### config.mk
export PLATFORM = sky130hd
export DESIGN_NAME = mem_data_arbiter
export DESIGN_NICKNAME = d
export VERILOG_FILES = /design/src/rtl/mem_pkg.sv /design/src/rtl/mem_arb_pick.sv /design/src/rtl/mem_data_arbiter.sv
export SDC_FILE = /design/constraint.sdc
export NUM_CORES = 1
export LEC_CHECK = 0
export CELL_PAD_IN_SITES_DETAIL_PLACEMENT = 0
export CELL_PAD_IN_SITES_GLOBAL_PLACEMENT = 1
export CORE_MARGIN = 5
export CORE_UTILIZATION = 24
export DETAILED_ROUTE_END_ITERATION = 6
export PLACE_DENSITY = 0.85
export SYNTH_ARGS = -nofsm -noshare
export SYNTH_HDL_FRONTEND = slang
export SYNTH_SLANG_ARGS = --single-unit
### constraint.sdc
create_clock -name clk -period 2.1 [get_ports clk]
set_input_delay 0.42 -clock clk [delete_from_list [all_inputs] [get_ports clk]]
set_output_delay 0.42 -clock clk [all_outputs]
set_load 0.02 [all_outputs]
### src/rtl/mem_pkg.sv
// rtl/mem_pkg.sv - shared types for the memory data-port arbiter
// Purpose : access size/sign encodings, arbiter state encoding and the packed
//           request record latched at grant time.
// Ports   : none (package).
package mem_pkg;

  localparam int NUM_W = 32;

  typedef enum logic [1:0] {
    BYTE = 2'b00,
    HALF = 2'b01,
    WORD = 2'b10
  } mem_size_e;

  typedef enum logic {
    SIGNED   = 1'b0,
    UNSIGNED = 1'b1
  } mem_sign_e;

  typedef enum logic [1:0] {
    IDLE,
    ISSUE,
    RESP
  } arb_state_e;

  typedef struct packed {
    logic             we;
    logic [NUM_W-1:0] addr;
    logic [NUM_W-1:0] wdata;
    mem_size_e        size;
    mem_sign_e        sign;
  } mem_req_t;

endpackage

### src/rtl/mem_arb_pick.sv
// rtl/mem_arb_pick.sv - two-way winner select for the data-port arbiter
// Purpose : combinational choice between requester 0 and 1.
//           MEM_ARB_ROUND_ROBIN_EN defined : round robin with a one-bit
//             last-winner pointer (reset to 1 so requester 0 wins first).
//           MEM_ARB_ROUND_ROBIN_EN undefined: fixed priority, requester 0 wins;
//             no pointer flop and no clock/reset/take ports.
// Ports   : clk, rst_n, take (RR build only) - clock, sync active-low reset,
//             grant-taken strobe that updates the pointer
//           req0, req1 - pending requests
//           sel        - winner id (valid when any=1)
//           any        - at least one request pending
module mem_arb_pick
  import mem_pkg::*;
(
`ifdef MEM_ARB_ROUND_ROBIN_EN
  input  logic clk,
  input  logic rst_n,
  input  logic take,
`endif
  input  logic req0,
  input  logic req1,
  output logic sel,
  output logic any
);

  assign any = req0 | req1;

`ifdef MEM_ARB_ROUND_ROBIN_EN
  logic last;

  always_ff @(posedge clk) begin
    if (!rst_n) begin
      last <= 1'b1;
    end else if (take) begin
      last <= sel;
    end
  end

  // On contention the requester that did not win last time goes next.
  assign sel = (req0 && req1) ? ~last : req1;
`else
  assign sel = req1 & ~req0;
`endif

endmodule

### src/rtl/mem_data_arbiter.sv
// rtl/mem_data_arbiter.sv - two-requester arbiter/sequencer for memory data port 2
// Purpose : accepts one transaction at a time, strobes the memory for exactly
//           one cycle and returns registered read data / error to the owner.
//           Grant at T, memory strobe at T+1, rvalid/rdata/err at T+2.
//           Arbitration mode selected by MEM_ARB_ROUND_ROBIN_EN (see mem_arb_pick).
// Ports   : clk, rst_n                 - clock, sync active-low reset
//           mN_req/we/addr/wdata/size/sign (N=0,1) - requester fields
//           mN_gnt, mN_rvalid, mN_rdata, mN_err    - requester responses
//           mem_rd/wr/addr/wdata/size/sign         - memory data-port controls
//           mem_rdata, mem_err         - memory registered read data, comb error
module mem_data_arbiter
  import mem_pkg::*;
(
  input  logic             clk,
  input  logic             rst_n,
  input  logic             m0_req,
  input  logic             m0_we,
  input  logic [NUM_W-1:0] m0_addr,
  input  logic [NUM_W-1:0] m0_wdata,
  input  logic [1:0]       m0_size,
  input  logic             m0_sign,
  output logic             m0_gnt,
  output logic             m0_rvalid,
  output logic [NUM_W-1:0] m0_rdata,
  output logic             m0_err,
  input  logic             m1_req,
  input  logic             m1_we,
  input  logic [NUM_W-1:0] m1_addr,
  input  logic [NUM_W-1:0] m1_wdata,
  input  logic [1:0]       m1_size,
  input  logic             m1_sign,
  output logic             m1_gnt,
  output logic             m1_rvalid,
  output logic [NUM_W-1:0] m1_rdata,
  output logic             m1_err,
  output logic             mem_rd,
  output logic             mem_wr,
  output logic [NUM_W-1:0] mem_addr,
  output logic [NUM_W-1:0] mem_wdata,
  output logic [1:0]       mem_size,
  output logic             mem_sign,
  input  logic [NUM_W-1:0] mem_rdata,
  input  logic             mem_err
);

  arb_state_e state;
  mem_req_t   req_q;
  mem_req_t   win;
  logic       owner;
  logic       err_q;
  logic       sel;
  logic       any;
  logic       take;

  mem_arb_pick u_pick (
`ifdef MEM_ARB_ROUND_ROBIN_EN
    .clk  (clk),
    .rst_n(rst_n),
    .take (take),
`endif
    .req0 (m0_req),
    .req1 (m1_req),
    .sel  (sel),
    .any  (any)
  );

  // Grant is combinational so the requester sees it in the cycle its request
  // is first seen in IDLE; it is held off while reset is asserted.
  assign take   = rst_n && (state == IDLE) && any;
  assign m0_gnt = take && !sel;
  assign m1_gnt = take &&  sel;

  assign win = sel ? {m1_we, m1_addr, m1_wdata, m1_size, m1_sign}
                   : {m0_we, m0_addr, m0_wdata, m0_size, m0_sign};

  always_ff @(posedge clk) begin
    if (!rst_n) begin
      state     <= IDLE;
      req_q     <= '0;
      owner     <= 1'b0;
      err_q     <= 1'b0;
      mem_rd    <= 1'b0;
      mem_wr    <= 1'b0;
      m0_rvalid <= 1'b0;
      m1_rvalid <= 1'b0;
    end else begin
      case (state)
        IDLE: begin
          if (any) begin
            req_q  <= win;
            owner  <= sel;
            mem_rd <= !win.we;
            mem_wr <=  win.we;
            state  <= ISSUE;
          end
        end
        ISSUE: begin
          err_q     <= mem_err;
          mem_rd    <= 1'b0;
          mem_wr    <= 1'b0;
          m0_rvalid <= !owner;
          m1_rvalid <=  owner;
          state     <= RESP;
        end
        RESP: begin
          m0_rvalid <= 1'b0;
          m1_rvalid <= 1'b0;
          state     <= IDLE;
        end
        default: state <= IDLE;
      endcase
    end
  end

  assign mem_addr  = req_q.addr;
  assign mem_wdata = req_q.wdata;
  assign mem_size  = req_q.size;
  assign mem_sign  = req_q.sign;

  // Memory read data is already registered, so it is forwarded during RESP.
  assign m0_rdata = (m0_rvalid && !req_q.we && !err_q) ? mem_rdata : '0;
  assign m1_rdata = (m1_rvalid && !req_q.we && !err_q) ? mem_rdata : '0;
  assign m0_err   = m0_rvalid && err_q;
  assign m1_err   = m1_rvalid && err_q;

endmodule

After elaboration in Yosys (flattened, before gate mapping):

Cells that the tools add are included.

* flip-flop bits (word level): 76
* bits of input ports: 173
* output and inout port bits: 139
* logic and storage cells: 49

* equal/unequal tests: 3
* multiplexer cells: 11
* bitwise logic cells: 3
* reduce and logical (&&, ||, !) cells: 20

Operators with widths (number)
* $mux W68: 1
* $mux W32: 2
* $logic_and A1 B1 Y1: 10
* $pmux W1 S2: 4
* $logic_not A1 Y1: 5
* $pmux W2 S2: 1
* $reduce_and A2 Y1: 2
* $reduce_bool A2 Y1: 2
* $eq A2 B1 Y1 const B: 1
* $eq A2 B2 Y1 const B: 1
* $logic_not A2 Y1: 1
* $mux W1: 2
* $mux W2: 1
* $ne A2 B2 Y1 const B: 1
* $and A1 B1 Y1: 1
* $not A1 Y1: 1
* $or A1 B1 Y1: 1

Depth between registers and ports, before layout:

* word-level depth: 6
* gate-level depth with buffers: 8
* mapped depth without buffers: 5

Modules after synthesis:

A second synthesis with hierarchy kept.

* cells, all modules: 479
* area total of the unflattened synthesis: 4117.7 sq um

Modules (own cells, without submodules)
* mem_data_arbiter: times used 1, cells an instance 477, area an instance 4105.2 sq um, seq. area each 1521.5 sq um
* mem_arb_pick: times used 1, cells an instance 2, area an instance 12.5 sq um, seq. area each 0.0 sq um

Worst setup path after synthesis:

No wires, ideal clock.

* path kind: reg2out
* start point: register m0_rvalid
* end point: output port m0_rdata[10]
* arrival time: 1289 ps
* required time: 1680 ps
* setup slack: 391 ps
* cell stages (with the launch flop): 4
* path buffers: 1
* path through: dfxtp_1 nor3b_1 clkbuf_1 and2_1

* word-level cells in the longest chain between the ends: 3

Ends and longest elaborated chain
* from (decl): RTL line mem_data_arbiter.sv:23 `output logic m0_rvalid,`
* from (signal assigned): RTL line mem_data_arbiter.sv:101 `m0_rvalid <= !owner;`
* $logic_and A1 B1 Y1 (2 in a row): RTL line mem_data_arbiter.sv:121 `assign m0_rdata = (m0_rvalid && !req_q.we && !err_q) ? mem_rdata : '0;`
* $mux W32: RTL line mem_data_arbiter.sv:121
* to (decl): RTL line mem_data_arbiter.sv:24 `output logic [NUM_W-1:0] m0_rdata,`

No other way between the ends.

Worst setup path in the final report:

* start point: register err_q
* end point: output port m0_rdata[7]

* word-level cells in the longest chain between the ends: 3

Ends and longest elaborated chain
* from (decl): RTL line mem_data_arbiter.sv:50 `logic err_q;`
* from (signal assigned): RTL line mem_data_arbiter.sv:98 `err_q <= mem_err;`
* $logic_not A1 Y1: RTL line mem_data_arbiter.sv:121
* $logic_and A1 B1 Y1: RTL line mem_data_arbiter.sv:121
* $mux W32: RTL line mem_data_arbiter.sv:121

No other way between the ends.

==> flow_metrics.env <==
export IMPL_outcome="finished, final reports clean"
export IMPL_cp_required_ns=1.68
export IMPL_fin_crit_sh_pct=95.78
export IMPL_drc=0
export IMPL_tightest_slew_ns=0.5283
export IMPL_routed_via_density=4.410
export IMPL_comb_power_share_pct=30.8
export IMPL_path_cells="nor3b_2 -> buf_12 -> and2_1 -> clkdlybuf4s15_1"
export IMPL_synth_flop_cell="dfxtp_1"
export IMPL_overflow=0
export IMPL_maxUsedRoutingLayer="met4"
export IMPL_num_vias=3885
export IMPL_cts_max_path_buffers=2
export IMPL_maxCapViolCount=0
export IMPL_ys_types=26
export IMPL_fmax_ghz=0.4972
export IMPL_wl_met3_microns=1718
export IMPL_critPathTopFamily="buffers and inverters"
export IMPL_drt_first_pass_iters=4
export IMPL_dp_hpwl_microns=11730
export IMPL_grt_start_max_net_pins=47
export IMPL_die_y_microns=140.6
export IMPL_diodes=0
export IMPL_port_buffers=311
export IMPL_ys_warn_count=0
export IMPL_wl_per_cell_microns=16.11
export IMPL_wl_met2_microns=7357
export IMPL_worst_setup_path_end_kind="output pin"
export IMPL_synth_area_leaders="dfxtp_1 (37%), and2_1 (13%), buf_4 (13%)"
export IMPL_synth_most_common_cell="and2_1"
export IMPL_final_setup_viol_count=0
export IMPL_cts_tree="yes"
export IMPL_hold_viol_final=0
export IMPL_htree_levels=3
export IMPL_async_flop_share_pct=0
export IMPL_num_nets_final=832
export IMPL_dieWidth_microns=140.6
export IMPL_critical_path_max_stage_delay_ns=0.36
export IMPL_clock_sinks=76
export IMPL_seq_area_frac_synth_pct=37.16
export IMPL_num_rows=47
export IMPL_synth_top_area_share_pct=37.16
export IMPL_synth_edf_count=0
export IMPL_grt_first_pass_wirelength_microns=21940
export IMPL_rsz0062_at_grt="false"
export IMPL_antenna_found_initial=0
export IMPL_place_area_sq_mm=0.007036
export IMPL_worst_path_buf_inv=2
export IMPL_insertion_delay_ns=0.33
export IMPL_critPathLaunchType="flop"
export IMPL_routabilityCongestion=0.8630
export IMPL_cts_buffers=9
export IMPL_crit_type="reg -> out"
export IMPL_syn_inst=411
export IMPL_start_util_pct=24.60
export IMPL_cts_clk_slew_worst_paths_ns=0.05
export IMPL_ctsHoldBuffers=0
export IMPL_netlist_area_sq_mm=0.004094
export IMPL_ioPinCount=312
export IMPL_skew_ns=0.008627
export IMPL_syn_num_nets=587
export IMPL_r2r_slack_ns=0.19
export IMPL_power_density_mw_per_mm2=681.1
export IMPL_routed_wirelength_microns=14190
export IMPL_drtAntennaViolNets=0
export IMPL_layout_drive_gt1_share_pct=15.28
export IMPL_p_leak_nw=3.039
export IMPL_power_internal_mw=3.447
export IMPL_p_clk_share_pct=34.2
export IMPL_relSlewSlack_pct=64.78
export IMPL_crit_path_top_delay_cell="dfxtp_1"
export IMPL_grt_pass1_vias=4250
export IMPL_switching_share_pct=28.23
export IMPL_ys_seq_elements=76
export IMPL_dieArea_sq_mm=0.01977
export IMPL_period_minus_slack_ns=2.011
export IMPL_p_seq_share_pct=35.0
export IMPL_ys_top_cells_by_count="and2_1 (87), dfxtp_1 (76), buf_4 (72), mux2i_1 (52), o2bb2ai_1 (49)"
export IMPL_vdd_drop_max_mv=0.3012
export IMPL_drt_iter0_markers=146
export IMPL_hold_path_class="reg -> reg"
export IMPL_track_usage_pct=13.68
export IMPL_switchingPower_mw=1.356
export IMPL_final_max_slew_viol_count=0
export IMPL_setup_tns_ns=0
export IMPL_cp_arrival_ns=1.59
export IMPL_syn_avg_cell_area_sq_um=9.961
export IMPL_core_sq_mm=0.01664
export IMPL_area_delta_synth_final_pct=72.25
export IMPL_final_area_sq_mm=0.007052
export IMPL_worstPathMaxFanout=32
export IMPL_met1_length_microns=4863
export IMPL_clockRootBuffer="clkbuf_16"
export IMPL_yosysTopAreaCell="dfxtp_1"
[layer usage]
metal | GRT usage, % | vias up
met1 | 13.47 | 1772
li1 | - | 1881
met4 | 4.742 | 0
met3 | 6.434 | 17
met5 | 0 | -
met2 | 25.10 | 215
[flip-flops by register name, summed over array words and instances, names as in the netlist, 2 cells and up]
| name | count |
|---|---|
| mem_wdata | 32 |
| mem_size | 2 |
| mem_addr | 32 |
| state | 2 |
[cells in the final DEF (no fill, tap or decap), drive strengths merged, types with 2 or more instances in the layout]
cell           count
mux2i             52
buf               21
dlygate4sd2        2
clkdlybuf4s15      2
clkdlybuf4s50    245
nand2              2
clkbuf            71
inv                4
a221o             19
clkinv             3
nor2               5
o211ai             2
o2bb2ai           49
and2              87
ha                 3
nor2b              3
nor3               2
nor3b              3
bufinv             2
dfxtp             76
[cell type report]
| cell class | instances | area, sq um |
|---|---|---|
| fillers | 1589 | 9590 |
| repair buffers | 330 | 3023 |
| multi-input cells | 235 | 1898 |
| flip-flops and latches | 76 | 1521 |
| well taps | 220 | 275.3 |
| clock buffers | 11 | 232.7 |
| clock inverters | 5 | 86.33 |
| inverters | 4 | 15.01 |
[power by group through the flow]
stage / Clock [mW] / Sequential [mW] / Combinational (mW)
5_1_grt: 1.77 / 1.70 / 1.58
6_report: 1.64 / 1.68 / 1.48
2_1_floorplan: 0 / 1.70 / 0.841
4_1_cts: 1.70 / 1.68 / 1.52
3_5_place_dp: 0 / 1.71 / 1.56
3_3_place_gp: 0 / 1.71 / 1.54
[timing repair]
action | CTS | global route
buffers inserted | 0 | 0
resized for setup | 72 | 114
pin swaps | 1 | 1
endpoints found under the setup margin | 64 | 62
[cell families after synthesis]
logic type | Yosys count | synth area share [%]
adder cells (fa/ha/maj) | 3 | 0.9170
flip-flops | 76 | 37.16
buffers and inverters | 100 | 16.93
AND/OR/NAND/NOR | 104 | 15.56
multiplexers | 52 | 12.71
AO/OA/AOI/OAI | 76 | 16.72
[metrics by stage]
| step | setup slack, ns | total power [mW] | util [%] | hold slack [ns] | std cells |
|---|---|---|---|---|---|
| floorplan | 0.3909 | 2.545 | - | 0.4335 | 411 |
| global placement | -0.08925 | 3.244 | 42.28 | 0.4430 | 865 |
| detailed placement | -0.08246 | 3.269 | 42.28 | 0.4471 | 865 |
| CTS | 0.001158 | 4.901 | 43.77 | 0.4627 | 881 |
| global route | 0.001362 | 5.046 | 42.37 | 0.4739 | 881 |
| finish | 0.08865 | 4.803 | 42.37 | 0.4586 | 881 |
[final timing paths]
check / from / to / depth (start not counted)
max: err_q / m0_rdata[7] / 4
min: mem_wdata[25] / mem_wdata[25] / 1
max reg2reg: state[0] / mem_wdata[5] / 7
min reg2reg: mem_wdata[25] / mem_wdata[25] / 1
Power figures use the tool's default switching activity.
